## config.mk

```make
export PLATFORM = sky130hd
export DESIGN_NAME = overlap_accum_flat
export DESIGN_NICKNAME = d
export VERILOG_FILES = /design/src/rtl/overlap_accum_if.sv /design/src/rtl/overlap_accum.sv /design/src/flat_wrapper.sv
export SDC_FILE = /design/constraint.sdc
export NUM_CORES = 1
export LEC_CHECK = 0
export CAP_MARGIN = 20
export CORE_UTILIZATION = 29
export CTS_CLUSTER_DIAMETER = 100
export DETAILED_ROUTE_END_ITERATION = 6
export SYNTH_ARGS = -nofsm -noshare
export SYNTH_HDL_FRONTEND = slang
export SYNTH_SLANG_ARGS = --single-unit
export TNS_END_PERCENT = 30
```

## constraint.sdc

```tcl
create_clock -name clk -period 3.7 [get_ports clk]
set_clock_uncertainty 0.05 [all_clocks]
set_input_delay 0.555 -clock clk [delete_from_list [all_inputs] [get_ports clk]]
set_output_delay 0.555 -clock clk [all_outputs]
set_load 0.02 [all_outputs]
```

## src/rtl/overlap_accum_if.sv

```systemverilog
// rtl/overlap_accum_if.sv - segment input / result output handshake bundle for overlap_accum
interface overlap_accum_if #(
    parameter int W  = 21,
    parameter int OW = 43
);
    logic          in_valid;
    logic          in_ready;
    logic [W-1:0]  in_data;
    logic          out_valid;
    logic          out_ready;
    logic [OW-1:0] out_data;

    // Producer/consumer side (testbench or upstream logic)
    modport master (
        output in_valid,
        output in_data,
        output out_ready,
        input  in_ready,
        input  out_valid,
        input  out_data
    );

    // Accumulator side
    modport slave (
        input  in_valid,
        input  in_data,
        input  out_ready,
        output in_ready,
        output out_valid,
        output out_data
    );
endinterface

```

## src/rtl/overlap_accum.sv

```systemverilog
// rtl/overlap_accum.sv - GF(2) overlapped XOR accumulation of K partial-product segments
module overlap_accum #(
    parameter int  W  = 21,
    parameter int  S  = 11,
    parameter int  K  = 3,
    localparam int OW = (K - 1) * S + W,
    localparam int CW = $clog2(K + 1)
) (
    input  logic          clk,
    input  logic          rst_n,
    input  logic          abort,
    overlap_accum_if.slave bus,
    output logic [CW-1:0] seg_cnt
);

    generate
        if (S < 1 || S > W || K < 2) begin : g_bad_params
            $error("overlap_accum: need 1 <= S <= W and K >= 2");
        end
    endgenerate

    typedef enum logic [1:0] {
        IDLE  = 2'd0,
        ACCUM = 2'd1,
        DONE  = 2'd2
    } state_t;

    state_t        state;
    state_t        state_next;
    logic [OW-1:0] acc;
    logic [OW-1:0] acc_next;
    logic [OW-1:0] seg_term;
    logic [CW-1:0] cnt_next;
    logic          xfer;
    logic          out_xfer;

    // Handshake outputs decode from registered state only
    assign bus.in_ready  = (state != DONE);
    assign bus.out_valid = (state == DONE);
    assign bus.out_data  = (state == DONE) ? acc : '0;
    assign xfer          = bus.in_valid && bus.in_ready;
    assign out_xfer      = bus.out_valid && bus.out_ready;

    // Place the incoming segment at the offset of its index; other bits stay zero
    always_comb begin
        seg_term = '0;
        for (int i = 0; i < K; i++) begin
            if (seg_cnt == CW'(i)) begin
                seg_term[i*S +: W] = bus.in_data;
            end
        end
    end

    // Next-state, accumulator and segment counter decision
    always_comb begin
        state_next = state;
        acc_next   = acc;
        cnt_next   = seg_cnt;
        case (state)
            IDLE, ACCUM: begin
                if (abort) begin
                    state_next = IDLE;
                    acc_next   = '0;
                    cnt_next   = '0;
                end else if (xfer) begin
                    acc_next   = acc ^ seg_term;
                    cnt_next   = seg_cnt + CW'(1);
                    state_next = (seg_cnt == CW'(K - 1)) ? DONE : ACCUM;
                end
            end
            DONE: begin
                if (out_xfer) begin
                    state_next = IDLE;
                    acc_next   = '0;
                    cnt_next   = '0;
                end
            end
            default: begin
                state_next = IDLE;
                acc_next   = '0;
                cnt_next   = '0;
            end
        endcase
    end

    // State, accumulator and counter registers with asynchronous clear
    always_ff @(posedge clk or negedge rst_n) begin
        if (!rst_n) begin
            state   <= IDLE;
            acc     <= '0;
            seg_cnt <= '0;
        end else begin
            state   <= state_next;
            acc     <= acc_next;
            seg_cnt <= cnt_next;
        end
    end

endmodule

```

## src/flat_wrapper.sv

```systemverilog
// flat-port wrapper written by rule: the top's interface ports become plain ports
module overlap_accum_flat 
#(
    parameter int  W  = 21,
    parameter int  S  = 11,
    parameter int  K  = 3,
    localparam int OW = (K - 1) * S + W,
    localparam int CW = $clog2(K + 1)
)
  (clk, rst_n, abort, seg_cnt, bus_in_valid, bus_in_data, bus_out_ready, bus_in_ready, bus_out_valid, bus_out_data);
  overlap_accum_if #(.W(W), .OW(((K - 1) * S + W))) bus_i ();
  input  logic clk;
  input  logic rst_n;
  input  logic abort;
  output logic [CW-1:0] seg_cnt;
  input wire logic [$bits(bus_i.in_valid)-1:0] bus_in_valid;
  input wire logic [$bits(bus_i.in_data)-1:0] bus_in_data;
  input wire logic [$bits(bus_i.out_ready)-1:0] bus_out_ready;
  output wire logic [$bits(bus_i.in_ready)-1:0] bus_in_ready;
  output wire logic [$bits(bus_i.out_valid)-1:0] bus_out_valid;
  output wire logic [$bits(bus_i.out_data)-1:0] bus_out_data;
  assign bus_i.in_valid = bus_in_valid;
  assign bus_i.in_data = bus_in_data;
  assign bus_i.out_ready = bus_out_ready;
  assign bus_in_ready = bus_i.in_ready;
  assign bus_out_valid = bus_i.out_valid;
  assign bus_out_data = bus_i.out_data;
  overlap_accum #(.W(W), .S(S), .K(K)) u_core (.clk(clk), .rst_n(rst_n), .abort(abort), .bus(bus_i), .seg_cnt(seg_cnt));
endmodule
```

## Word level (Yosys, flattened, before mapping)

Cells that the tools add are included.

- Flip-flop bits (word level): 47
- Bits in latches: 0
- Bits in writable memories: 0
- ROM bits: 0
- Input bits: 26
- Output and inout port bits: 47
- Memories: 0

- $add $sub $neg: 1
- Multipliers: 0
- Divide/modulo/power cells: 0
- Magnitude comparators: 0
- Equality and inequality tests: 7
- Shift-type cells: 0
- Muxes and demuxes: 16
- Bitwise gates (word level): 1
- Reduce and logical (&&, ||, !) cells: 6

Operators with widths:

| kind | count |
|---|---|
| $mux 43 | 4 |
| $pmux 43 s2 | 1 |
| $mux 21 | 3 |
| $xor 43x43->43 | 1 |
| $mux 2 | 6 |
| $pmux 2 s2 | 2 |
| $eq 2x1->1 const B | 2 |
| $eq 2x2->1 const B | 2 |
| $logic_not 2->1 | 2 |
| $ne 2x2->1 const B | 2 |
| $ne 3x2->1 const B | 1 |
| $add 2x1->2 const B | 1 |
| $logic_and 1x1->1 | 2 |
| $reduce_and 2->1 | 1 |
| $reduce_or 2->1 | 1 |

## Longest topological paths before layout

Gate-level depths: netlist of the first run.

- Word-level depth: 8
- Depth in mapped cells: 6

## Least setup slack after synthesis of the first run

No wires, ideal clock.

- Path type: register -> output
- Start: reg u_core.state[1]
- End: out bus_out_data[18]
- Arrival time: 1.351 ns
- Data required time: 3.095 ns
- Path slack: 1.744 ns
- Cell stages (with the launch flop): 4
- Cell sequence: dfrtp_1 and2b_1 clkbuf_1 and2_1

- Longest elaborated chain between the ends: 2

Ends and longest elaborated chain:

| element | RTL line | source |
|---|---|---|
| from (decl) | overlap_accum.sv:28 | `state_t state;` |
| from (signal assigned) | overlap_accum.sv:93 | `state <= state_next;` |
| $eq 2x2->1 | -- |  |
| named net bus_out_valid | flat_wrapper.sv:20 | `output wire logic [$bits(bus_i.out_valid)-1:0] bus_out_valid;` |
| $mux 43 | overlap_accum.sv:40 | `assign bus.out_data = (state == DONE) ? acc : '0;` |
| to (decl) | flat_wrapper.sv:21 | `output wire logic [$bits(bus_i.out_data)-1:0] bus_out_data;` |

The timed path passes the listed nets, and every way through them passes these cells.

## Final worst setup path of the first run

- Start: reg u_core.state[1]
- End: out bus_out_data[12]

- Longest elaborated chain between the ends: 2

Ends and longest elaborated chain:

| element | RTL line |
|---|---|
| $eq 2x2->1 | overlap_accum.sv:40 |
| $mux 43 | overlap_accum.sv:40 |

No other way between the ends.

==> qor.csv, run 1 <==
stage,metric,value,unit
status,outcome,completed,
critical_path,Worst setup EP type,output pin,
grt,GRT Residual Overflow,0,
final_layout,final instance area,0.004041,sq mm
drt,first drt pass iteration count,4,
clock_network,Sink Count,47,
placement,Placed Instances,539,
clock_network,Clock Tree Root,clkbuf_8,
critical_path,crit path max-delay cell type,clkdlybuf4s50_1,
yosys,cell taking the most area after synthesis,dfrtp_1,
drt,Post-Route WL,9.157,mm
clock_network,CTS Buffer Depth,2,
final_layout,Util after Layout,39.32,%
sta,minimum clock period after layout,3.022,ns
clock_network,Post-CTS Resized,0,
floorplan,die area,0.01099,sq mm
yosys,syn_nets,383,
floorplan,Die Y,104.8,microns
clock_network,hold_buf cts,0,
sta,Slew HR,44.19,%
drt,drt wl/cell,16.71,microns
critical_path,CP top delay family,buffers and inverters,
yosys,"FF+latch count, synth",47,
sta,fin crit share,81.67,%
floorplan,row cnt,37,
final_layout,Layout area overhead,31.84,%
yosys,average size of a mapped cell,8.709,sq um
grt,first-pass GRT wire length,14.94,mm
yosys,sequential area share after synthesis,38.37,%
placement,DP HPWL,6.366,mm
floorplan,IO Pins,73,
final_layout,Post-Layout Cell Count,548,
power_and_ir_drop,Pwr Total,1.547,mW
yosys,ranking of synthesized cells by area,"dfrtp_1 (38%), and2_1 (8.8%), nand2_1 (7.8%)",
sta,Final Hold Vio Count,0,
clock_network,CTS buffer count,5,
critical_path,Critical Path AT,2.42,ns
critical_path,worst stage delay on the critical path,0.60,ns
critical_path,WP buf/inv,2,
clock_network,CTS tree,built,
floorplan,Initial Util,29.83,%
placement,PortBufs,72,
drt,DR vias/cell,5.038,
flow_run,Max Cap Violations,0,
final_layout,nets,442,
final_layout,FF/Latch Area,0.001176,sq mm
critical_path,"Cell Chain, Critical Path","and2b_1, buf_12, and2_1, clkdlybuf4s50_1",
final_layout,n_diodes,0,
grt,vias in the first global route,2738,
drt,Routed Antenna Nets,0,
grt,Total GRT Usage,17.22,%
sta,RSZ-0062 raised after global routing,false,
yosys,Yosys warnings,0,
placement,Area after DPL,0.003909,sq mm
clock_network,clk slew on worst S/H paths,0.10,ns
grt,largest net degree at the start of global routing,48,
drt,Initial DRC Count,148,
grt,antenna violations before repair,0,
sta,fmax,330.9,MHz
final_layout,multi-input logic area,0.001770,sq mm
drt,drt drc,0,
floorplan,floorplan core area,0.01028,sq mm
sta,final setup TNS,0,ns
final_layout,fraction of layout cells with a size suffix above 1,5.340,%
power_and_ir_drop,Power Density,382.8,mW/mm^2
final_layout,FILL cells,1065,
clock_network,H-tree levels,2,
clock_network,setup bufs post-CTS,0,
critical_path,crit-path max FO,26,
yosys,cells after synthesis,352,
critical_path,Worst Setup Start Kind,register,
critical_path,critical path class,reg -> out,
sta,Worst-Margin Slew,0.8372,ns
drt,vias,2761,
sta,"Slew Viols, Final",0,
placement,GPL Wtd Cong,0.7799,
power_and_ir_drop,Worst VDD drop,0.0001419,V
sta,"Setup violations, final",0,
yosys,Synth Cell Area,0.003065,sq mm
power_and_ir_drop,leakage,1.563,nW
floorplan,Die W,104.8,microns
min_path,worst min-delay path class,in -> async,
yosys,Yosys cell types,28,
yosys,Synth top area share,38.37,%
clock_network,"Clk Latency, worst-skew pair",0.31,ns
critical_path,WP data required,3.09,ns
[kinds of logic (layout without fill, tap and decap cells)]
group | after synthesis | after routing | synth area share (%)
and+or+nand+nor | 179 | 179 | 33.02
AOI/OAI and AO/OA | 70 | 70 | 15.84
DFF | 47 | 47 | 38.37
buffers and inverters | 31 | 91 | 4.286
muxes | 18 | 18 | 5.877
adders and majority gates | 5 | 5 | 2.041
xor gates and xnor gates | 2 | 2 | 0.5715
[area by class of cell]
| class | instances | area share [%] |
|---|---|---|
| clock buffers | 5 | 1.703 |
| flip-flops and latches | 47 | 29.10 |
| inverters | 3 | 0.2786 |
| well taps | 136 | 4.211 |
| multi-input cells | 274 | 43.81 |
| clock inverters | 3 | 1.084 |
| repair buffers | 80 | 19.81 |
[metal layers]
metal  up-vias  track usage (%)  wire length, microns
met5         -                0                     0
met4         0            4.527                   127
met3        10            3.431                   510
met2        78            26.87                  4166
met1      1315            24.21                  4352
li1       1358                -                     -
[per-stage QoR]
step | hold slack, ns | setup slack (ns)
3_3_place_gp | 0.4006 | 1.075
2_1_floorplan | 0.2094 | 1.744
6_report | 0.1770 | 0.6783
4_1_cts | 0.4210 | 0.6498
5_1_grt | 0.2122 | 0.4841
3_5_place_dp | 0.4079 | 1.010
[cell usage in the layout (no fill, tap or decap)]
cell type,synthesis,layout
a2111oi_0,1,1
a211oi_1,18,18
a21oi_1,23,23
a22o_1,2,2
a2bb2oi_1,20,20
a31oi_1,3,3
and2_1,43,43
and2b_1,1,1
buf_12,0,2
buf_2,12,1
buf_4,0,6
bufinv_16,0,1
clkbuf_8,0,5
clkdlybuf4s50_1,0,71
clkinv_2,0,1
clkinv_4,0,1
dfrtp_1,47,47
ha_1,5,5
inv_1,3,3
mux2i_1,18,18
nand2_1,64,64
nand3_1,21,21
nand3b_1,20,20
nor2_1,2,2
nor3_4,0,1
nor3b_1,20,20
nor3b_4,1,2
nor4bb_1,2,2
o21ai_0,3,3
or2_2,2,2
or3b_1,1,1
xnor2_1,2,2
[sequential cells by signal (all words and copies together), names as in the netlist]
name and flops:
u_core.state 2, u_core.seg_cnt 2, u_core.acc 43
[worst paths after layout]
path                                   startpoint                to  slack [ns]  cells past startpoint
worst max-delay path              u_core.state[1]  bus_out_data[12]        0.68                      4
worst min-delay path                        rst_n    u_core.acc[36]        0.18                      1
worst max register to register  u_core.seg_cnt[0]     u_core.acc[9]        1.48                      6
worst min register to register      u_core.acc[6]     u_core.acc[6]        0.41                      1
max in group asynchronous                   rst_n    u_core.acc[25]        2.89                      2
min in group clk                    u_core.acc[6]     u_core.acc[6]        0.41                      1
[synthesized netlist by cell type, drive strengths merged]
master   number
nor2          2
dfrtp        47
buf          13
mux2i        18
a211oi       18
or3b          1
xnor2         2
a31oi         3
nand3b       20
or2           2
inv           3
and2b         1
and2         43
a22o          2
nor3          1
o21ai         3
ha            5
a21oi        23
nand2        64
a2111oi       1
nand3        21
a2bb2oi      20
clkbuf       15
nor4bb        2
nor3b        22
[where the power goes]
part,internal (mW),switching [mW]
Sequential,0.637,0.0996
Clock,0.202,0.189
Combinational,0.223,0.197
Total,1.06,0.485
No activity file was read; power rests on OpenSTA's default activity.
==> run 2: changes to the inputs <==
==> constraint.sdc (replaced) <==
create_clock -name clk -period 2.65 [get_ports clk]
set_clock_uncertainty 0.05 [all_clocks]
set_input_delay 0.3975 -clock clk [delete_from_list [all_inputs] [get_ports clk]]
set_output_delay 0.3975 -clock clk [all_outputs]
set_load 0.02 [all_outputs]
==> run 2 against run 1 <==
Cell count up 1.5%. Flip-flop and latch count stayed put. Sequential power increased by 40%. Critical path type unchanged. Largest cell class unchanged.
==> qor.csv, run 2 (synthesis results as in run 1) <==
stage,metric,value,unit,change
status,outcome,completed,,
critical_path,"Cell Chain, Critical Path","and2b_1, buf_4, and2_1, clkdlybuf4s50_1",,
clock_network,clk slew on worst S/H paths,0.10,ns,about the same
critical_path,CP top delay family,buffers and inverters,,
clock_network,Post-CTS Resized,0,,unchanged
floorplan,Die W,104.8,microns,unchanged
sta,"Slew Viols, Final",0,,unchanged
drt,first drt pass iteration count,4,,unchanged
drt,drt wl/cell,16.89,microns,+1.1%
power_and_ir_drop,Power Density,515.8,mW/mm^2,+35%
drt,DR vias/cell,5.070,,+0.63%
clock_network,"Clk Latency, worst-skew pair",0.30,ns,about the same
grt,GRT Residual Overflow,0,,unchanged
critical_path,Worst Setup Start Kind,register,,
sta,Slew HR,43.53,%,-0.65 points
drt,Routed Antenna Nets,0,,unchanged
clock_network,CTS Buffer Depth,2,,unchanged
sta,minimum clock period after layout,2.419,ns,
placement,DP HPWL,6.703,mm,+5.3%
final_layout,Util after Layout,39.60,%,+0.28 points
floorplan,floorplan core area,0.01028,sq mm,unchanged
sta,final setup TNS,0,ns,unchanged
drt,Initial DRC Count,140,,-5.4%
sta,fmax,413.5,MHz,
floorplan,Die Y,104.8,microns,unchanged
final_layout,"commonest non-fill, non-tap cell in the layout",clkdlybuf4s50_1,,
power_and_ir_drop,Pwr Total,2.099,mW,+36%
drt,Post-Route WL,9.393,mm,+2.6%
final_layout,Post-Layout Cell Count,556,,+1.5%
placement,GPL Wtd Cong,0.8041,,+3.1%
floorplan,Initial Util,29.83,%,unchanged
drt,drt drc,0,,unchanged
min_path,worst min-delay path class,in -> async,,
critical_path,WP data required,2.20,ns,-0.89 ns
power_and_ir_drop,Worst VDD drop,0.0002372,V,+67%
sta,Min Hold Slack,0.008496,ns,-0.1685 ns
floorplan,die area,0.01099,sq mm,unchanged
floorplan,row cnt,37,,unchanged
grt,first-pass GRT wire length,15.00,mm,+0.42%
critical_path,worst stage delay on the critical path,0.61,ns,about the same
final_layout,Layout area overhead,32.78,%,
final_layout,n_diodes,0,,unchanged
final_layout,nets,450,,+1.8%
grt,vias in the first global route,2756,,+0.66%
clock_network,hold_buf cts,0,,unchanged
clock_network,Clock Tree Root,clkbuf_8,,
flow_run,Max Cap Violations,0,,unchanged
critical_path,critical path class,reg -> out,,
clock_network,CTS buffer count,5,,unchanged
sta,"Setup violations, final",0,,unchanged
sta,RSZ-0062 raised after global routing,false,,
sta,fin crit share,91.27,%,
grt,Total GRT Usage,17.65,%,+0.43 points
critical_path,Worst setup EP type,output pin,,
placement,PortBufs,72,,unchanged
power_and_ir_drop,leakage,1.586,nW,+1.5%
clock_network,setup bufs post-CTS,0,,unchanged
clock_network,CTS tree,built,,
final_layout,Largest Register,u_core.acc,,
placement,Placed Instances,548,,+1.7%
final_layout,fraction of layout cells with a size suffix above 1,7.143,%,+1.8 points
grt,antenna violations before repair,0,,unchanged
clock_network,Sink Count,47,,unchanged
final_layout,FILL cells,1036,,-2.7%
final_layout,biggest regs,"u_core.acc x43, u_core.seg_cnt x2, u_core.state x2",,
drt,vias,2819,,+2.1%
floorplan,IO Pins,73,,unchanged
final_layout,max reg flops,43,,unchanged
grt,largest net degree at the start of global routing,46,,-4.2%
critical_path,crit path max-delay cell type,clkdlybuf4s50_1,,
sta,Final Hold Vio Count,0,,unchanged
sta,Worst-Margin Slew,0.8470,ns,+0.009816 ns
clock_network,H-tree levels,2,,unchanged
critical_path,Critical Path AT,1.97,ns,-0.45 ns
critical_path,WP buf/inv,2,,unchanged
final_layout,most frequent cells in the layout,"clkdlybuf4s50_1 (71), nand2_1 (64), dfrtp_1 (47), and2_1 (43), a21oi_1 (23)",,
critical_path,crit-path max FO,19,,-27%
-- run 2: metal layers --
| layer | routed length (microns) | vias up | GRT usage, % |
|---|---|---|---|
| li1 | - | 1372 | - |
| met1 | 4225 | 1330 | 24.59 |
| met5 | 0 | - | 0 |
| met4 | 239 | 0 | 6.137 |
| met3 | 673 | 14 | 3.119 |
| met2 | 4255 | 103 | 27.44 |
-- run 2: layout make-up --
| type | instances | area [sq um] | area share, % |
|---|---|---|---|
| clock buffer | 5 | 68.82 | 1.691 |
| clock inverter | 3 | 25.02 | 0.6148 |
| inverter | 3 | 11.26 | 0.2767 |
| multi-input combinational | 274 | 1770 | 43.50 |
| sequential | 47 | 1176 | 28.90 |
| tap | 136 | 170.2 | 4.181 |
| timing repair buffer | 88 | 848.3 | 20.84 |
-- run 2: power breakdown --
group	internal, mW	switching, mW	total, mW
Clock	0.189	0.275	0.464
Combinational	0.318	0.283	0.601
Sequential	0.889	0.145	1.03
-- run 2: path summary, 6_finish.rpt --
check,to,cells after the start,slack [ns],startpoint
worst min register to register,u_core.acc[38],1,0.41,u_core.acc[38]
max in group asynchronous,u_core.acc[36],2,1.78,rst_n
min in group clk,u_core.acc[38],1,0.41,u_core.acc[38]
worst max-delay path,bus_out_data[20],4,0.23,u_core.state[0]
worst max register to register,u_core.acc[21],5,0.70,u_core.seg_cnt[1]
worst min-delay path,u_core.acc[42],1,0.008,rst_n
-- run 2: through the flow --
stage / cell area [sq um] / worst slack [ns]
5_1_grt: 4070 / 0.1158
3_3_place_gp: 3976 / 0.5217
2_1_floorplan: 3065 / 0.8520
4_1_cts: 4070 / 0.2140
6_report: 4070 / 0.2314
3_5_place_dp: 3976 / 0.4585
==> run 3: changes to the inputs <==
--- a/config.mk
+++ b/config.mk
@@ -5,9 +5,11 @@
 export SDC_FILE = /design/constraint.sdc
 export NUM_CORES = 1
 export LEC_CHECK = 0
+export ABC_CLOCK_PERIOD_IN_PS = 2650
 export CAP_MARGIN = 20
 export CORE_UTILIZATION = 29
 export CTS_CLUSTER_DIAMETER = 100
+export CTS_CLUSTER_SIZE = 10
 export DETAILED_ROUTE_END_ITERATION = 6
 export SYNTH_ARGS = -nofsm -noshare
 export SYNTH_HDL_FRONTEND = slang
==> results of run 3 <==
Same layout as run 2: the final DEF is identical, and so are final timing and power.
